`config.mk`:
```
export PLATFORM = sky130hd
export DESIGN_NAME = delay_and_sum
export DESIGN_NICKNAME = d
export VERILOG_FILES = /design/src/rtl/delay_and_sum.sv
export SDC_FILE = /design/constraint.sdc
export NUM_CORES = 1
export LEC_CHECK = 0
export CELL_PAD_IN_SITES_DETAIL_PLACEMENT = 0
export CELL_PAD_IN_SITES_GLOBAL_PLACEMENT = 1
export CORE_UTILIZATION = 57
export DETAILED_ROUTE_END_ITERATION = 16
export GPL_TIMING_DRIVEN = 0
export PLACE_DENSITY = 0.95
export SYNTH_ARGS = -nofsm -noshare
export SYNTH_HDL_FRONTEND = slang
export SYNTH_SLANG_ARGS = --single-unit
```
`constraint.sdc`:
```
create_clock -name clk -period 6.9 [get_ports clk]
set_input_delay 1.38 -clock clk [delete_from_list [all_inputs] [get_ports clk]]
set_output_delay 1.38 -clock clk [all_outputs]
set_load 0.1 [all_outputs]
```
`src/rtl/delay_and_sum.sv`:
```
// Per-channel circular sample history with programmable frame delays; each accepted frame
// yields one full-precision signed sum of the delayed channel samples.
module delay_and_sum #(
   parameter int NUM_CHANNELS = 2,
   parameter int SAMPLE_BITS  = 8,
   parameter int DEPTH        = 16
) (
   input  logic                                         clk,
   input  logic                                         rst_n,
   input  logic                                         sample_valid,
   input  logic [NUM_CHANNELS*SAMPLE_BITS-1:0]          sample_data,
   input  logic                                         cfg_load,
   input  logic [NUM_CHANNELS*$clog2(DEPTH)-1:0]        delay_cfg,
   output logic                                         out_valid,
   output logic [SAMPLE_BITS+$clog2(NUM_CHANNELS)-1:0]  out_data,
   output logic                                         busy,
   output logic                                         overrun
);

   localparam int DW       = $clog2(DEPTH);
   localparam int OUT_BITS = SAMPLE_BITS + $clog2(NUM_CHANNELS);
   localparam int CW       = $clog2(NUM_CHANNELS);

   typedef enum logic [1:0] {
      S_IDLE,
      S_WRITE,
      S_ACCUM,
      S_DONE
   } state_t;

   state_t                             state_q, state_d;
   logic [DW-1:0]                      wr_ptr_q, wr_ptr_d;
   logic [DW-1:0]                      cap_ptr_q, cap_ptr_d;
   logic [DW:0]                        fill_q, fill_d;
   logic [NUM_CHANNELS-1:0][DW-1:0]    delay_q, delay_d;
   logic [NUM_CHANNELS-1:0][DW-1:0]    pend_q, pend_d;
   logic                               pend_valid_q, pend_valid_d;
   logic [CW-1:0]                      ch_q, ch_d;
   logic [OUT_BITS-1:0]                acc_q, acc_d;
   logic                               out_valid_q, out_valid_d;
   logic [OUT_BITS-1:0]                out_data_q, out_data_d;
   logic                               overrun_q, overrun_d;
   logic                               wr_en;

   logic [OUT_BITS-1:0]                term [NUM_CHANNELS];

   // One history RAM per channel. Every channel reads its delayed entry each cycle; the
   // address is stable from WRITE onwards, so the registered data is ready throughout ACCUM.
   generate
      for (genvar gi = 0; gi < NUM_CHANNELS; gi++) begin : g_chan
         logic [SAMPLE_BITS-1:0] mem [DEPTH];
         logic [SAMPLE_BITS-1:0] rd_q;
         logic [DW-1:0]          rd_addr;
         logic                   in_range;

         assign rd_addr  = cap_ptr_q - delay_q[gi];
         assign in_range = ({1'b0, delay_q[gi]} < fill_q);

         always_ff @(posedge clk) begin
            if (wr_en) begin
               mem[wr_ptr_q] <= sample_data[gi*SAMPLE_BITS +: SAMPLE_BITS];
            end
            rd_q <= mem[rd_addr];
         end

         // Entries older than the fill count were never written since reset; they count as 0.
         assign term[gi] = in_range ? {{(OUT_BITS-SAMPLE_BITS){rd_q[SAMPLE_BITS-1]}}, rd_q}
                                    : '0;
      end
   endgenerate

   always_ff @(posedge clk or negedge rst_n) begin
      if (!rst_n) begin
         state_q      <= S_IDLE;
         wr_ptr_q     <= '0;
         cap_ptr_q    <= '0;
         fill_q       <= '0;
         delay_q      <= '0;
         pend_q       <= '0;
         pend_valid_q <= 1'b0;
         ch_q         <= '0;
         acc_q        <= '0;
         out_valid_q  <= 1'b0;
         out_data_q   <= '0;
         overrun_q    <= 1'b0;
      end else begin
         state_q      <= state_d;
         wr_ptr_q     <= wr_ptr_d;
         cap_ptr_q    <= cap_ptr_d;
         fill_q       <= fill_d;
         delay_q      <= delay_d;
         pend_q       <= pend_d;
         pend_valid_q <= pend_valid_d;
         ch_q         <= ch_d;
         acc_q        <= acc_d;
         out_valid_q  <= out_valid_d;
         out_data_q   <= out_data_d;
         overrun_q    <= overrun_d;
      end
   end

   always_comb begin
      state_d      = state_q;
      wr_ptr_d     = wr_ptr_q;
      cap_ptr_d    = cap_ptr_q;
      fill_d       = fill_q;
      delay_d      = delay_q;
      pend_d       = pend_q;
      pend_valid_d = pend_valid_q;
      ch_d         = ch_q;
      acc_d        = acc_q;
      out_valid_d  = 1'b0;
      out_data_d   = out_data_q;
      overrun_d    = overrun_q;
      wr_en        = 1'b0;

      if (cfg_load) begin
         pend_d       = delay_cfg;
         pend_valid_d = 1'b1;
      end

      case (state_q)
         S_IDLE: begin
            // Delays only change here, so a frame in flight never sees a mixed set.
            if (cfg_load) begin
               delay_d      = delay_cfg;
               pend_valid_d = 1'b0;
            end else if (pend_valid_q) begin
               delay_d      = pend_q;
               pend_valid_d = 1'b0;
            end
            if (sample_valid) begin
               wr_en     = 1'b1;
               cap_ptr_d = wr_ptr_q;
               wr_ptr_d  = wr_ptr_q + DW'(1);
               fill_d    = (fill_q == (DW+1)'(DEPTH)) ? fill_q : fill_q + (DW+1)'(1);
               acc_d     = '0;
               state_d   = S_WRITE;
            end
         end
         S_WRITE: begin
            ch_d    = '0;
            state_d = S_ACCUM;
         end
         S_ACCUM: begin
            acc_d = acc_q + term[ch_q];
            ch_d  = ch_q + CW'(1);
            if (ch_q == CW'(NUM_CHANNELS-1)) begin
               out_data_d  = acc_q + term[ch_q];
               out_valid_d = 1'b1;
               state_d     = S_DONE;
            end
         end
         S_DONE: begin
            state_d = S_IDLE;
         end
         default: begin
            state_d = S_IDLE;
         end
      endcase

      if (sample_valid && (state_q != S_IDLE)) begin
         overrun_d = 1'b1;
      end
   end

   assign out_valid = out_valid_q;
   assign out_data  = out_data_q;
   assign busy      = (state_q != S_IDLE);
   assign overrun   = overrun_q;

endmodule

```
**After elaboration in Yosys (flattened, before gate mapping)**

Memories as Yosys holds them, arrays and structs flattened. A register that Yosys moved wholly into a read port is not among the register bits.
Index checks and enable logic that the tools add are counted.

- $add $sub $neg: 6
- Order comparisons: 3
- Eq/ne operators: 6
- Muxes and demuxes: 23
- Bitwise gates (word level): 2
- Reduce and logical (&&, ||, !) cells: 12

Operators with widths:

| cell | number |
|---|---|
| two-way mux 9 bit | 6 |
| one-hot mux 9 bit (2 select lines) | 1 |
| two-way mux 8 bit | 2 |
| < comparator 4 x 5 -> 1 bit | 2 |
| two-way mux 1 bit | 10 |
| AND reduction 2 bit | 5 |
| adder 9 bit | 1 |
| one-hot mux 2 bit (4 select lines) | 1 |
| nonzero test 2 bit | 4 |
| subtractor 4 bit | 2 |
| adder 5 x 1 -> 5 bit (second input constant) | 1 |
| equality test 5 bit (second input constant) | 1 |
| adder 4 x 1 -> 4 bit (second input constant) | 1 |
| equality test 2 bit (second input constant) | 2 |
| two-way mux 2 bit | 2 |
| inequality test 2 bit (second input constant) | 2 |
| AND reduction 3 bit | 1 |
| equality test 2 x 1 -> 1 bit (second input constant) | 1 |
| >= comparator 2 bit (second input constant) | 1 |
| zero test 2 bit | 1 |
| inverter 1 -> 2 bit | 1 |
| one-hot mux 1 bit (2 select lines) | 1 |
| adder 1 bit (second input constant) | 1 |
| logical AND 1 bit | 1 |
| inverter 1 bit | 1 |

- Bits in registers: 53
- Memory bits (writable): 256
- Input bits: 28
- Output and inout bits: 12
- Word-level logic and storage cells: 68
- Memories: 2

Memories:

| memory | depth | bits a word | rd ports | clocked after memory_dff | write ports | line | text |
|---|---|---|---|---|---|---|---|
| g_chan[0].mem | 16 | 8 | 1 | 1 | 1 | 51 | `logic [SAMPLE_BITS-1:0] mem [DEPTH];` |
| g_chan[1].mem | 16 | 8 | 1 | 1 | 1 | 51 |  |

**Longest topological paths before layout**

Gate-level depths: netlist of the first run.

- Depth in word-level cells: 7
- Mapped depth: 17
- Depth with buffers taken out: 17

**Worst setup path after synthesis of the first run**

No wires, ideal clock.

- Kind: in2reg
- Start: input sample_valid
- End: memory g_chan[0].mem[0][0] (enable)
- Setup time: 0.409 ns
- Arrival time: 3.286 ns
- Data required time: 6.491 ns
- Slack: 3.205 ns
- Stages on the path: 5
- Buffers on the path: 2
- Cell sequence: and2_1 > clkbuf_1 > clkbuf_1 > nand2_1 > nor3_1

- Cells in the longest elaborated chain, start to end: 4

Ends and longest elaborated chain:

| element | line | text |
|---|---|---|
| start: declaration | 10 | `input logic sample_valid,` |
| two-way mux 1 bit | 132 | `if (sample_valid) begin` |
| two-way mux 1 bit | 122 | `case (state_q)` |
| two-way mux 1 bit | 60 | `if (wr_en) begin` |
| two-way mux 1 bit (implied by the code) | 61 | `mem[wr_ptr_q] <= sample_data[gi*SAMPLE_BITS +: SAMPLE_BITS];` |
| end: declaration | 51 |  |

Every way passes these cells.

**Final worst setup path of the first run**

- Start: register state_q[0]
- End: output busy

- Cells in the longest elaborated chain, start to end: 1

Ends and longest elaborated chain:

| element | line | text |
|---|---|---|
| start: declaration | 31 | `state_t state_q, state_d;` |
| start signal: assignment | 87 | `state_q <= state_d;` |
| nonzero test 2 bit | 169 | `assign busy = (state_q != S_IDLE);` |
| end: declaration | 16 | `output logic busy,` |

Every way passes these cells.

==> results.toml, run 1 <==
[status]
status = "finished clean"

[logic_synthesis]
synth_cells = 730
synth_flop_cell = "edfxtp_1"
yosys_warnings = 0
ys_seq_area_share_pct = 71.4
syn_avg_cell_area_um2 = 17.9
synthesis.nets = 789
synth-async-reset-ratio_pct = 16.3
yosysUniqueCellTypes = 48
synth.cell_area_um2 = 13100
ys_ff_latch = 325
synth_edf_count = 256

[die]
io_pins = 40
die_y_um = 153
die_w_um = 153
coreArea_um2 = 22600
rows = 55
start_util_pct = 57.9
die_area_um2 = 23500

[timing]
timing.final.crit_share_pct = 58.5
worst_pin_slew_ns = 1.08
fmax_mhz = 248
slew_headroom_pct = 27.7
setup_tns_ns = 0
slew_viol_final = 0
hold_violations = 0
setup_viol = 0
min_period_ns = 4.04
rsz0062_at_grt = "false"
skew_ns = 0.0125

[cts]
h-tree-depth = 1
cts_tree = "yes"
post_cts_buffers = 0
cts_max_path_buffers = 3
holdBufCountCts = 0
cts-buffers-inserted = 31
root_buffer = "clkbuf_16"
clk_latency_ns = 0.57
cts_num_sinks = 325
cts_resized = 0
clkTransAtPathRegs_ns = 0.06

[worst_hold_path]
hold_path.class = "register to register"

[route]
via_per_inst = 6.25
first_iter_violations = 690
ant_nets = 0
vias = 7047
drt_pass1_iterations = 5
wirelength_um = 28300
wl_per_cell_um = 25.1
drcViolationCount = 0

[critical_path]
required_ns = 5.52
critPathMaxFanout = 8
critPathKind = "register to output pin"
cp-start-kind = "register"
arrival_ns = 2.66
end_kind = "output pin"

[global_route]
grt_pass1_vias = 7375
track_usage_pct = 25.0
grt_pass1_wl_um = 43300
overflow = 0
grt_max_degree = 28
antenna_found_initial = 0

[placed_design]
gp_congestion = 0.846
dp_cells = 1070
dp_hpwl_um = 18200
port_buffers = 38

[job]
drv_cap = 0

[finish]
syn2layout_area_growth_pct = 15.8
nNetsFinal = 877
antenna_cells = 0
postLayoutCoreUtil_pct = 67.0
final_cells = 1127
drive_gt1_share_pct = 21.3
[logic make-up (layout without fill, tap and decap cells)]
kind of cell	count (synthesis)	in the layout	share of synthesized area, %
AO/OA/AOI/OAI	102	102	4.92
XOR/XNOR	20	20	1.45
adder cells (fa/ha/maj)	31	31	3.14
buffers and inverters	51	163	1.68
flip-flops	325	325	71.4
multiplexers	96	96	13.6
AND/OR/NAND/NOR	105	105	3.78
[Yosys cell counts, drive strengths merged (3+ instances only)]
master / number / area, um^2
a211oi: 17 / 128
a21o: 5 / 37.5
a21oi: 34 / 174
a22o: 7 / 61.3
buf: 17 / 91.3
clkbuf: 11 / 41.3
dfrtp: 53 / 1330
dfxtp: 16 / 320
edfxtp: 256 / 7690
fa: 3 / 60.1
ha: 28 / 350
inv: 23 / 86.3
mux2: 15 / 169
mux2i: 17 / 170
mux4: 64 / 1440
nand2: 35 / 131
nand2b: 5 / 31.3
nand4: 3 / 18.8
nor2: 31 / 116
nor2b: 19 / 126
nor3: 4 / 20.0
o21ai: 28 / 144
xnor2: 11 / 96.3
xor2: 8 / 70.1
[critical path, cell delays in order, from the launching register on]
cell	delay, ns
dfrtp_1	0.35
inv_1	0.06
ha_1	0.31
inv_1	0.21
clkdlybuf4s50_1	1.16
[state kept, by name, summed over array words and instances (netlist names)]
signal        flops
fill_q            5
delay_q           8
out_data          9
state_q           2
g_chan.mem      256
pend_q            8
cap_ptr_q         4
out_valid         1
wr_ptr_q          4
overrun           1
g_chan.rd_q      16
ch_q              1
pend_valid_q      1
acc_q             9
[routing by layer]
metal / vias to the layer above / routed length (um) / GRT usage (%)
met2: 361 / 14300 / 42.2
met4: 0 / 1040 / 10.1
met5: - / 0 / 0
met3: 81 / 2200 / 3.91
met1: 3572 / 10800 / 32.7
li1: 3033 / - / -
[stage by stage]
stage / hold WS (ns) / worst slack (ns) / instance area [um^2]
floorplan: 0.456 / 3.20 / 13100
CTS: 0.458 / 2.84 / 15100
detailed placement: 0.447 / 2.46 / 14100
finish: 0.453 / 2.86 / 15100
global route: 0.476 / 2.75 / 15100
global placement: 0.437 / 1.11 / 13800
[final timing paths]
kind | start | end | slack (ns) | cells past startpoint
setup reg to reg | fill_q[2] | acc_q[8] | 3.08 | 17
hold / removal | overrun | overrun | 0.45 | 1
max in group asynchronous | rst_n | out_data[4] | 5.50 | 2
min in group asynchronous | rst_n | pend_q[0] | 0.84 | 1
hold reg to reg | overrun | overrun | 0.45 | 1
setup / recovery | state_q[0] | busy | 2.86 | 4
[area by class of cell]
cell class / instances / area (um^2)
Sequential cell: 325 / 9330
Fill cell: 1430 / 7440
Multi-Input combinational cell: 354 / 3570
Clock buffer: 33 / 783
Timing Repair Buffer: 55 / 641
Tap cell: 285 / 357
Clock inverter: 24 / 231
Buffer: 28 / 133
Inverter: 23 / 86.3
[layout by cell type (no fill, tap or decap), drive strengths merged, types with 19 or more instances in the layout]
cell           count
a21oi             34
buf               35
clkbuf            44
clkdlybuf4s50     37
dfrtp             53
edfxtp           256
ha                28
inv               25
mux4              64
nand2             35
nor2              31
nor2b             19
o21ai             28
Power of run 1 is not shown: default switching activity piles up to over one toggle a cycle in this logic, so the estimate is an artifact.
==> run 2: changes to the inputs <==
--- a/config.mk
+++ b/config.mk
@@ -7,10 +7,10 @@
 export LEC_CHECK = 0
 export CELL_PAD_IN_SITES_DETAIL_PLACEMENT = 0
 export CELL_PAD_IN_SITES_GLOBAL_PLACEMENT = 1
-export CORE_UTILIZATION = 57
+export CORE_UTILIZATION = 48
 export DETAILED_ROUTE_END_ITERATION = 16
 export GPL_TIMING_DRIVEN = 0
-export PLACE_DENSITY = 0.95
+export PLACE_DENSITY = 0.86
 export SYNTH_ARGS = -nofsm -noshare
 export SYNTH_HDL_FRONTEND = slang
 export SYNTH_SLANG_ARGS = --single-unit
==> constraint.sdc (replaced) <==
create_clock -name clk -period 3.7 [get_ports clk]
set_input_delay 0.74 -clock clk [delete_from_list [all_inputs] [get_ports clk]]
set_output_delay 0.74 -clock clk [all_outputs]
set_load 0.1 [all_outputs]
==> run 2 against run 1 <==
Against the previous run:
- register-to-register slack worse by 2.8 ns
- setup slack worse by 2.6 ns
- sequential share of layout area down 0.75 points
- utilization down 9.9 points
- non-clock buffer count up 6
- first-iteration DRC count down 18%
- clock-buffer cell count up 13
- final cell count up 5.9%
==> results.toml, run 2 (synthesis results as in run 1) <==
[timing]
slew_headroom_pct = 29.7
slew_viol_final = 0
min_period_ns = 3.45
timing.final.crit_share_pct = 93.3
fmax_mhz = 290
setup_tns_ns = 0
setup_slack_ns = 0.246
skew_ns = 0.0242
hold_violations = 0
setup_viol = 0
worst_pin_slew_ns = 1.05

[route]
first_iter_violations = 566
drt_pass1_iterations = 4
via_per_inst = 5.72
ant_nets = 0
vias = 6826
drcViolationCount = 0
wirelength_um = 26500
wl_per_cell_um = 22.2

[global_route]
track_usage_pct = 19.5
grt_pass1_vias = 6888
grt_max_degree = 33
antenna_found_initial = 0
grt_pass1_wl_um = 40300
overflow = 0

[die]
die_w_um = 167
start_util_pct = 48.8
io_pins = 40
rows = 60
coreArea_um2 = 26800
die_y_um = 167
die_area_um2 = 27900

[finish]
final_cell_mix = "edfxtp_1, mux4_2, dfrtp_1"
reg_top3 = "g_chan.mem: 256 flops, g_chan.rd_q: 16 flops"
drive_gt1_share_pct = 22.3
antenna_cells = 0
nNetsFinal = 886
final_common_cell = "edfxtp_1"
syn2layout_area_growth_pct = 17.2
postLayoutCoreUtil_pct = 57.2
nFillCells = 1990
largest_reg_flops = 256
top_register = "g_chan.mem"
final_cells = 1193

[critical_path]
critPathMaxFanout = 7
cp-start-kind = "register"
end_kind = "register"
critPathMaxStageDelay_ns = 0.40
critPathKind = "register to register"
required_ns = 4.14
crit_chain = "inv_1 -> ha_1 -> nand2_1 -> o21ai_1 -> a21oi_1 -> nor2_1 -> nor2_4 -> a22o_1 -> ha_1 -> nor2b_2 -> o31a_1 -> or2_1 -> a31oi_2 -> xnor3_1 -> o21ai_1"
arrival_ns = 3.89
cp_slowest_cell = "dfrtp_1"

[cts]
cts_num_sinks = 325
cts-buffers-inserted = 34
root_buffer = "clkbuf_16"
h-tree-depth = 2
clkTransAtPathRegs_ns = 0.06
cts_max_path_buffers = 3
clk_latency_ns = 0.52
cts_tree = "yes"

[job]
drv_cap = 0

[placed_design]
place_ws_ns = -0.156
port_buffers = 38
dp_cells = 1126
gp_congestion = 0.774
dp_hpwl_um = 17200

[status]
status = "finished clean"

[worst_hold_path]
hold_path.class = "input port to async pin"
run 2: path summary, 6_finish.rpt:
kind,startpoint,end,slack [ns],depth (start not counted)
max,fill_q[2],out_data[8],0.25,15
min,rst_n,pend_q[2],0.22,1
max reg2reg,fill_q[2],out_data[8],0.25,15
min reg2reg,overrun,overrun,0.45,1
max in group asynchronous,rst_n,acc_q[5],2.93,2
min in group clk,overrun,overrun,0.45,1
run 2: metrics by stage:
step	hold WS [ns]	cell area (um^2)
after global placement	0.441	13900
after CTS	0.213	15300
final	0.218	15300
after global routing	0.247	15300
after floorplan	0.444	13100
after detailed placement	0.444	14200
run 2: routing by layer:
layer | vias up | track usage, % | part of all wire, %
li1 | 3049 | - | -
met1 | 3523 | 26.1 | 43
met2 | 209 | 32.3 | 49
met3 | 45 | 3.66 | 5.5
met4 | 0 | 6.32 | 2.2
met5 | - | 0 | 0
run 2: layout make-up:
type,instances,area (um^2),share of cell area (%)
Tap cell,341,427,2.79
Inverter,23,86.3,0.564
Sequential cell,325,9330,60.9
Clock buffer,46,947,6.18
Buffer,28,133,0.866
Multi-Input combinational cell,354,3590,23.4
Timing Repair Buffer,61,666,4.35
Clock inverter,15,139,0.907
run 2: repair_timing:
action | 4_1_cts | 5_1_grt
setup endpoints to repair | 3 | 5
cloned | 0 | 0
gates resized for setup | 2 | 4
buffers inserted | 0 | 6
pin swaps | 0 | 4
hold buffers | 0 | 0
run 2: critical path, delay by kind of cell, from the launching register on:
kind,cells,cell delay [ns]
xor+xnor,1,0.25
compound gates,6,1.25
simple gates,5,0.76
fa+ha+maj,2,0.64
flops,1,0.40
buf+inv,1,0.10
Power of run 2 is left out for the same reason.
==> run 3: changes to the inputs <==
--- a/config.mk
+++ b/config.mk
@@ -11,6 +11,7 @@
 export DETAILED_ROUTE_END_ITERATION = 16
 export GPL_TIMING_DRIVEN = 0
 export PLACE_DENSITY = 0.86
+export SLEW_MARGIN = 20
 export SYNTH_ARGS = -nofsm -noshare
 export SYNTH_HDL_FRONTEND = slang
 export SYNTH_SLANG_ARGS = --single-unit
==> run 3 against run 2 <==
Against the previous run:
- die area unchanged
- non-clock buffer count unchanged
- sequential cell count is the same
- critical path depth increased by 1
- clock skew about the same
- final area up 0.18%
- fmax is essentially flat
- first-iteration DRC count decreased by 20%
- routed wire length decreased by 1.9%
- critical path type unchanged
==> results.toml, run 3 (synthesis results as in run 1) <==
[route]
drt_pass1_iterations = 4
wirelength_um = 26000
ant_nets = 0
wl_met3_um = 1340
maxUsedRoutingLayer = "met4"
vias = 6804
first_iter_violations = 455
wl_met2_um = 12600
wl_met1_um = 11400
via_per_inst = 5.70
wl_per_cell_um = 21.8
drcViolationCount = 0

[cts]
cts_num_sinks = 325
cts-buffers-inserted = 34
holdBufCountCts = 0
cts_max_path_buffers = 3
clkTransAtPathRegs_ns = 0.06
cts_tree = "yes"
root_buffer = "clkbuf_16"
h-tree-depth = 2
clk_latency_ns = 0.53

[critical_path]
critPathMaxStageDelay_ns = 0.39
critPathMaxFanout = 7
cp_slowest_cell = "dfrtp_1"
cp_top_family = "compound AO/OA/AOI/OAI gates"
reg2regPathDepth = 16
timing.rr.start = "fill_q[2]"
cp-start-kind = "register"
required_ns = 4.14
end_kind = "register"
arrival_ns = 3.89
crit_buf_inv = 2
crit_cells = 16
crit_chain = "inv_1 -> ha_1 -> nand2_1 -> o21ai_2 -> a21oi_1 -> nor2_2 -> nor2_4 -> buf_12 -> a22o_1 -> ha_1 -> nor2b_2 -> o31a_1 -> or2_1 -> a31oi_2 -> xnor3_1 -> o21ai_1"
rrSetupSlack_ns = 0.25
worst_path_most_repeated_cell = "ha_1"
r2r-end = "out_data[8]"
critPathKind = "register to register"

[worst_hold_path]
hold_path.class = "input port to async pin"

[placed_design]
dp_hpwl_um = 17200
place_ws_ns = -0.0632
port_buffers = 38
gp_congestion = 0.774

[global_route]
overflow = 0
antenna_found_initial = 0
grt_pass1_wl_um = 40100
grt_pass1_vias = 6936
track_usage_pct = 19.3
grt_max_degree = 54

[timing]
slew_headroom_pct = 34.6
hold_violations = 0
setup_viol = 0
rsz0062_at_grt = "false"
fmax_mhz = 290
skew_ns = 0.0243
slew_viol_final = 0
min_period_ns = 3.45
worst_pin_slew_ns = 0.978
timing.final.crit_share_pct = 93.3
setup_slack_ns = 0.249

[die]
die_y_um = 167
rows = 60
io_pins = 40
coreArea_um2 = 26800
die_area_um2 = 27900
start_util_pct = 48.8
die_w_um = 167

[finish]
final_common_cell = "edfxtp_1"
register_area_um2 = 9330
nFillCells = 1953
largest_reg_flops = 256
antenna_cells = 0
multiInputGateArea_um2 = 3590
reg_top3 = "g_chan.mem: 256 flops, g_chan.rd_q: 16 flops"
final_cell_mix = "edfxtp_1, mux4_2, dfrtp_1"
drive_gt1_share_pct = 22.7
top_register = "g_chan.mem"
syn2layout_area_growth_pct = 17.4
nNetsFinal = 886

[job]
drv_cap = 0

[status]
status = "finished clean"
==> run 3: cell types whose count changed in the layout (fill, tap and decap cells not counted), sizes merged <==
cell    delta
clkinv     -6
clkbuf     +5
inv        +1
==> run 3: metal layers <==
layer  GRT usage (%)  vias to the layer above
li1                -                     3050
met1            26.2                     3500
met2            31.4                      195
met3            3.80                       59
met4            6.20                        0
met5               0                        -
==> run 3: what timing repair did <==
item	4_1_cts	5_1_grt
setup buffers	0	3
pin swaps	0	6
resized for setup	2	6
endpoints found under the setup margin	3	5
gates cloned	0	0
==> run 3: how the worst max path moves through the flow <==
stage / start / to / slack (ns)
after CTS: fill_q[2] / acc_q[8] / 0.1
after floorplan: fill_q[2] / acc_q[8] / 0.51
final: fill_q[2] / out_data[8] / 0.25
after global routing: fill_q[2] / acc_q[7] / 0.009
after global placement: sample_valid / g_chan[1].mem[0][6] / -1.50
after detailed placement: fill_q[2] / acc_q[8] / -0.06
==> run 3: cell type report <==
cell class / instances / area share [%]
inverters: 23 / 0.563
multi-input cells: 354 / 23.4
flip-flops and latches: 325 / 60.8
clock inverters: 10 / 0.693
repair buffers: 61 / 4.44
plain buffers: 28 / 0.864
well taps: 341 / 2.78
clock buffers: 51 / 6.42
==> run 3: stage by stage <==
step / TNS, ns / hold WS, ns / instance area [um^2] / std cells / util [%]
2_1_floorplan: 0 / 0.444 / 13100 / 730 / -
3_3_place_gp: -126.13 / 0.441 / 13900 / 1109 / 51.8
3_5_place_dp: -0.0720 / 0.442 / 14200 / 1129 / 52.9
4_1_cts: 0 / 0.293 / 15300 / 1190 / 57.0
5_1_grt: 0 / 0.323 / 15300 / 1193 / 57.3
6_report: 0 / 0.263 / 15300 / 1193 / 57.3
Power of run 3 is left out for the same reason.
==> edit 1 (flow settings as in run 3) <==
The parameter `DEPTH` goes from 16 to 8.
--- a/src/rtl/delay_and_sum.sv
+++ b/src/rtl/delay_and_sum.sv
@@ -3,7 +3,7 @@
 module delay_and_sum #(
    parameter int NUM_CHANNELS = 2,
    parameter int SAMPLE_BITS  = 8,
-   parameter int DEPTH        = 16
+   parameter int DEPTH        = 8
 ) (
    input  logic                                         clk,
    input  logic                                         rst_n,
Ports: changed (resized delay_cfg); port bits go from 40 to 38. The function was not compared with the original's and may differ.
==> edit 1 against run 3 <==
Worst hold slack lost 0.059 ns. First-iteration DRC count is 8.6% lower. Clock skew decreased by 0.015 ns. Non-clock buffer count is 28 lower. Routed wire length is 45% lower. Final area is 40% lower. Sequential cell count is 135 lower. Synthesized area decreased by 40%. Critical path depth decreased by 1. Setup slack worse by 0.031 ns. Die area shrank 40%.
==> edit 1: results (changes against run 3) <==
stage	metric	value	unit	change
outcome	status	finished, final reports clean		
cts	cts_resized	1		-1
global_routing	grt_pass1_vias	4320		-38%
critical_path	reg2reg_slack	0.22	ns	-0.03 ns
global_routing	grt_usage	0.1932		+0.0005472
critical_path	slowest_delay	0.42	ns	+0.03 ns
cts	cts_buffer_depth	2		-1
yosys	synth_common_cells	128 x edfxtp_1, 46 x dfrtp_1, 36 x nand2_1		
yosys	synthArstFlopShare	0.2421		+0.07903
placed_design	place.gp.congestion	0.8059		+4.1%
cells_and_area	finalNetCount	570		-36%
cts	numCtsBuffers	17		-50%
routing	first_iter_violations	416		-8.6%
yosys	postSynthAreaPerCell	17.04	um^2	-4.8%
sta	clock_skew	0.009550	ns	-0.01480 ns
cts	h-tree-depth	4		+2
critical_path	reg2reg_depth	15		-1
placed_design	portBuffers	35		-7.9%
yosys	synth_area_leaders	edfxtp_1 49%, dfrtp_1 15%, mux4_1 6.7%		
cts	clk_pin_slew_worst_paths	0.08	ns	+0.02 ns
cells_and_area	stdcell_count	751		-37%
global_routing	grt_first_pass_wirelength	23.09	mm	-42%
routing	wl_per_cell	19.00	um	-13%
cts	clk_latency	0.44	ns	-0.09 ns
yosys	synth-edff-count	128		-50%
yosys	syn-num-nets	505		-36%
yosys	synthDistinctLibCells	51		+6.3%
yosys	ys_seq_area_frac	0.6824		-0.03174
placed_design	dpl.cell_count	719		-36%
cells_and_area	drive_above_1_share	0.2037		-0.02279
## edit 1: layer usage
| metal | GRT usage | share of wire | up-vias |
|---|---|---|---|
| met5 | 0 | 0 | - |
| met4 | 0.07612 | 0.023 | 0 |
| met3 | 0.05656 | 0.051 | 26 |
| met2 | 0.3175 | 0.49 | 120 |
| met1 | 0.2424 | 0.43 | 2085 |
| li1 | - | - | 1903 |
## edit 1: cell families after synthesis
group,share of synthesized area
buf+inv,0.01896
flops,0.6824
compound gates,0.05333
fa+ha+maj,0.03823
mux,0.1492
simple gates,0.04032
xor+xnor,0.01751
## edit 1: per-stage QoR
stage / TNS [ns] / hold slack [ns]
3_3_place_gp: -26.18 / 0.4378
3_5_place_dp: 0 / 0.4641
2_1_floorplan: 0 / 0.4444
6_report: 0 / 0.2041
5_1_grt: 0 / 0.2129
4_1_cts: 0 / 0.1919
## edit 1: worst max-delay path by stage
stage                                to  depth (start not counted)         start  slack, ns
floorplan           g_chan[0].mem[0][0]                          5  sample_valid       0.60
global placement    g_chan[1].mem[1][6]                          5  sample_valid      -0.80
detailed placement          out_data[8]                         15     fill_q[2]       0.02
CTS                         out_data[8]                         15     fill_q[2]       0.22
global route                out_data[8]                         15     fill_q[2]       0.01
finish                      out_data[8]                         15     fill_q[2]       0.22
## edit 1: layout make-up
cell class,count,area (um^2),area share
Sequential cell,190,5315,0.5777
Multi-Input combinational cell,234,2355,0.2560
Timing Repair Buffer,46,493.0,0.05358
Clock buffer,17,425.4,0.04624
Tap cell,216,270.3,0.02938
Clock inverter,15,193.9,0.02108
Buffer,15,80.08,0.008704
Inverter,18,67.56,0.007344
==> edit 2 (config.mk and constraints of run 3) <==
Made on the original files. Add an input register stage for `sample_valid`, `sample_data`, `cfg_load` and `delay_cfg`; this delays them by one clock.
--- a/src/rtl/delay_and_sum.sv
+++ b/src/rtl/delay_and_sum.sv
@@ -27,6 +27,18 @@
       S_ACCUM,
       S_DONE
    } state_t;
+
+   logic sample_valid_q;
+   logic [NUM_CHANNELS*SAMPLE_BITS-1:0] sample_data_q;
+   logic cfg_load_q;
+   logic [NUM_CHANNELS*$clog2(DEPTH)-1:0] delay_cfg_q;
+
+   always_ff @(posedge clk) begin
+      sample_valid_q <= sample_valid;
+      sample_data_q  <= sample_data;
+      cfg_load_q     <= cfg_load;
+      delay_cfg_q    <= delay_cfg;
+   end
 
    state_t                             state_q, state_d;
    logic [DW-1:0]                      wr_ptr_q, wr_ptr_d;
@@ -58,7 +70,7 @@
 
          always_ff @(posedge clk) begin
             if (wr_en) begin
-               mem[wr_ptr_q] <= sample_data[gi*SAMPLE_BITS +: SAMPLE_BITS];
+               mem[wr_ptr_q] <= sample_data_q[gi*SAMPLE_BITS +: SAMPLE_BITS];
             end
             rd_q <= mem[rd_addr];
          end
@@ -114,22 +126,22 @@
       overrun_d    = overrun_q;
       wr_en        = 1'b0;
 
-      if (cfg_load) begin
-         pend_d       = delay_cfg;
+      if (cfg_load_q) begin
+         pend_d       = delay_cfg_q;
          pend_valid_d = 1'b1;
       end
 
       case (state_q)
          S_IDLE: begin
             // Delays only change here, so a frame in flight never sees a mixed set.
-            if (cfg_load) begin
-               delay_d      = delay_cfg;
+            if (cfg_load_q) begin
+               delay_d      = delay_cfg_q;
                pend_valid_d = 1'b0;
             end else if (pend_valid_q) begin
                delay_d      = pend_q;
                pend_valid_d = 1'b0;
             end
-            if (sample_valid) begin
+            if (sample_valid_q) begin
                wr_en     = 1'b1;
                cap_ptr_d = wr_ptr_q;
                wr_ptr_d  = wr_ptr_q + DW'(1);
@@ -159,7 +171,7 @@
          end
       endcase
 
-      if (sample_valid && (state_q != S_IDLE)) begin
+      if (sample_valid_q && (state_q != S_IDLE)) begin
          overrun_d = 1'b1;
       end
    end
Check against the original RTL: not equivalent (a bounded check fails within 4 cycles, from zero or initial values and one cycle with rst_n low).
==> edit 2 against run 3 <==
Sequential cell count rose by 26. Routed wire length rose by 3.6%. Synthesized area rose by 3.8%. Via count rose by 2.8%. Final area rose by 3.3%. Setup slack got worse by 0.014 ns. Worst hold slack improved by 0.0094 ns.
==> edit 2: results (changes against run 3) <==
stage	metric	value	unit	change
outcome	status	finished, final reports clean		
critical_path	crit_arrival	3.87	ns	-0.02 ns
critical_path	crit_family	simple AND/OR/NAND/NOR gates		
yosys	synth_warnings	0		unchanged
routing	routed_wl	26.94	mm	+3.6%
routing	firstDrtPassIters	5		+1
yosys	synth-xor-area-share	0.01328		-0.001176
cts	cts_resized	5		+3
yosys	synth_common_cells	256 x edfxtp_1, 64 x mux4_2, 53 x dfrtp_1		
yosys	synth-edff-count	256		unchanged
sta	fin_crit_sh	0.9365		+0.003792
sta	relSlewSlack	0.3396		-0.006238
yosys	synth_area_leaders	edfxtp_1 57%, mux4_2 11%, dfrtp_1 9.8%		
cells_and_area	finalNetCount	910		+2.7%
yosys	synthDistinctLibCells	43		-10%
cells_and_area	stdcell_count	1256		+5.3%
routing	drt-met1-wl	11.35	mm	-0.18%
yosys	synthMuxAreaShare	0.1312		-0.005000
routing	wl_met2	13.30	mm	+5.4%
critical_path	startpoint	fill_q[1]		
global_routing	grt_first_pass_wirelength	41.34	mm	+3.1%
critical_path	reg2reg_depth	16		unchanged
cells_and_area	drive_above_1_share	0.2187		-0.007847
critical_path	crit_path_end	acc_q[7]		
critical_path	cp_max_fo	7		unchanged
routing	wl_met3	1.653	mm	+23%
cells_and_area	reg_top3	g_chan.mem (256), g_chan.rd_q (16), sample_data_q (16)		
global_routing	grt_pass1_vias	7112		+2.5%
global_routing	grt_usage	0.1950		+0.002302
cts	numCtsBuffers	36		+5.9%
routing	first_iter_violations	691		+52%
sta	clock_skew	0.02053	ns	-0.003821 ns
yosys	syn_inst	754		+3.3%
placed_design	portBuffers	39		+2.6%
placed_design	place.gp.congestion	0.7573		-2.2%
placed_design	dpl.cell_count	1189		+5.3%
routing	vias	6993		+2.8%
power_and_ir_drop	irDropWorstVdd	0.5330	mV	
yosys	syn-num-nets	813		+3.0%
placed_design	place_area	0.01470	mm^2	+3.6%
yosys	synth_compound_area_frac	0.04703		-0.002175
cts	cts_hold_buf	0		unchanged
global_routing	grt_max_degree	54		unchanged
yosys	ys_seq_area_frac	0.7263		+0.01215
yosys	synthAdderAreaFrac	0.03025		-0.001152
placed_design	hpwlAfterDp	17.71	mm	+2.7%
placed_design	pre_cts_ws	-0.2046	ns	-0.1414 ns
yosys	synthArstFlopShare	0.1510		-0.01208
critical_path	reg2reg_slack	0.24	ns	
critical_path	slowest_stage	or3_1		
sta	holdWs	0.2727	ns	+0.009392 ns
[edit 2: cell count changes in the layout (fill, tap and decap cells not counted), sizes merged, moves of 2 or more]
cell / delta
clkbuf: -2
a22oi: +2
dfxtp: +26
a21oi: -2
nor2b: +2
buf: -3
clkinv: +5
[edit 2: power by group through the flow]
stage               registers, mW  clock network, mW  logic [mW]
floorplan                    5.32                  0        4.91
global placement             5.08                  0        6.87
detailed placement           5.10                  0        7.03
CTS                          5.02               3.50        7.13
global route                 5.06               3.64        7.71
finish                       5.02               3.43        7.09
[edit 2: routing by layer]
layer / vias up / track usage
met5: - / 0
met3: 42 / 0.03372
met1: 3617 / 0.2620
li1: 3112 / -
met2: 222 / 0.3238
met4: 0 / 0.06385
[edit 2: layout make-up]
type | instances | area [um^2]
plain buffers | 28 | 132.6
clock buffers | 49 | 994.7
clock inverters | 16 | 125.1
fillers | 2093 | 11920
inverters | 22 | 82.58
multi-input cells | 353 | 3586
flip-flops and latches | 351 | 9854
well taps | 378 | 473.0
repair buffers | 59 | 609.3
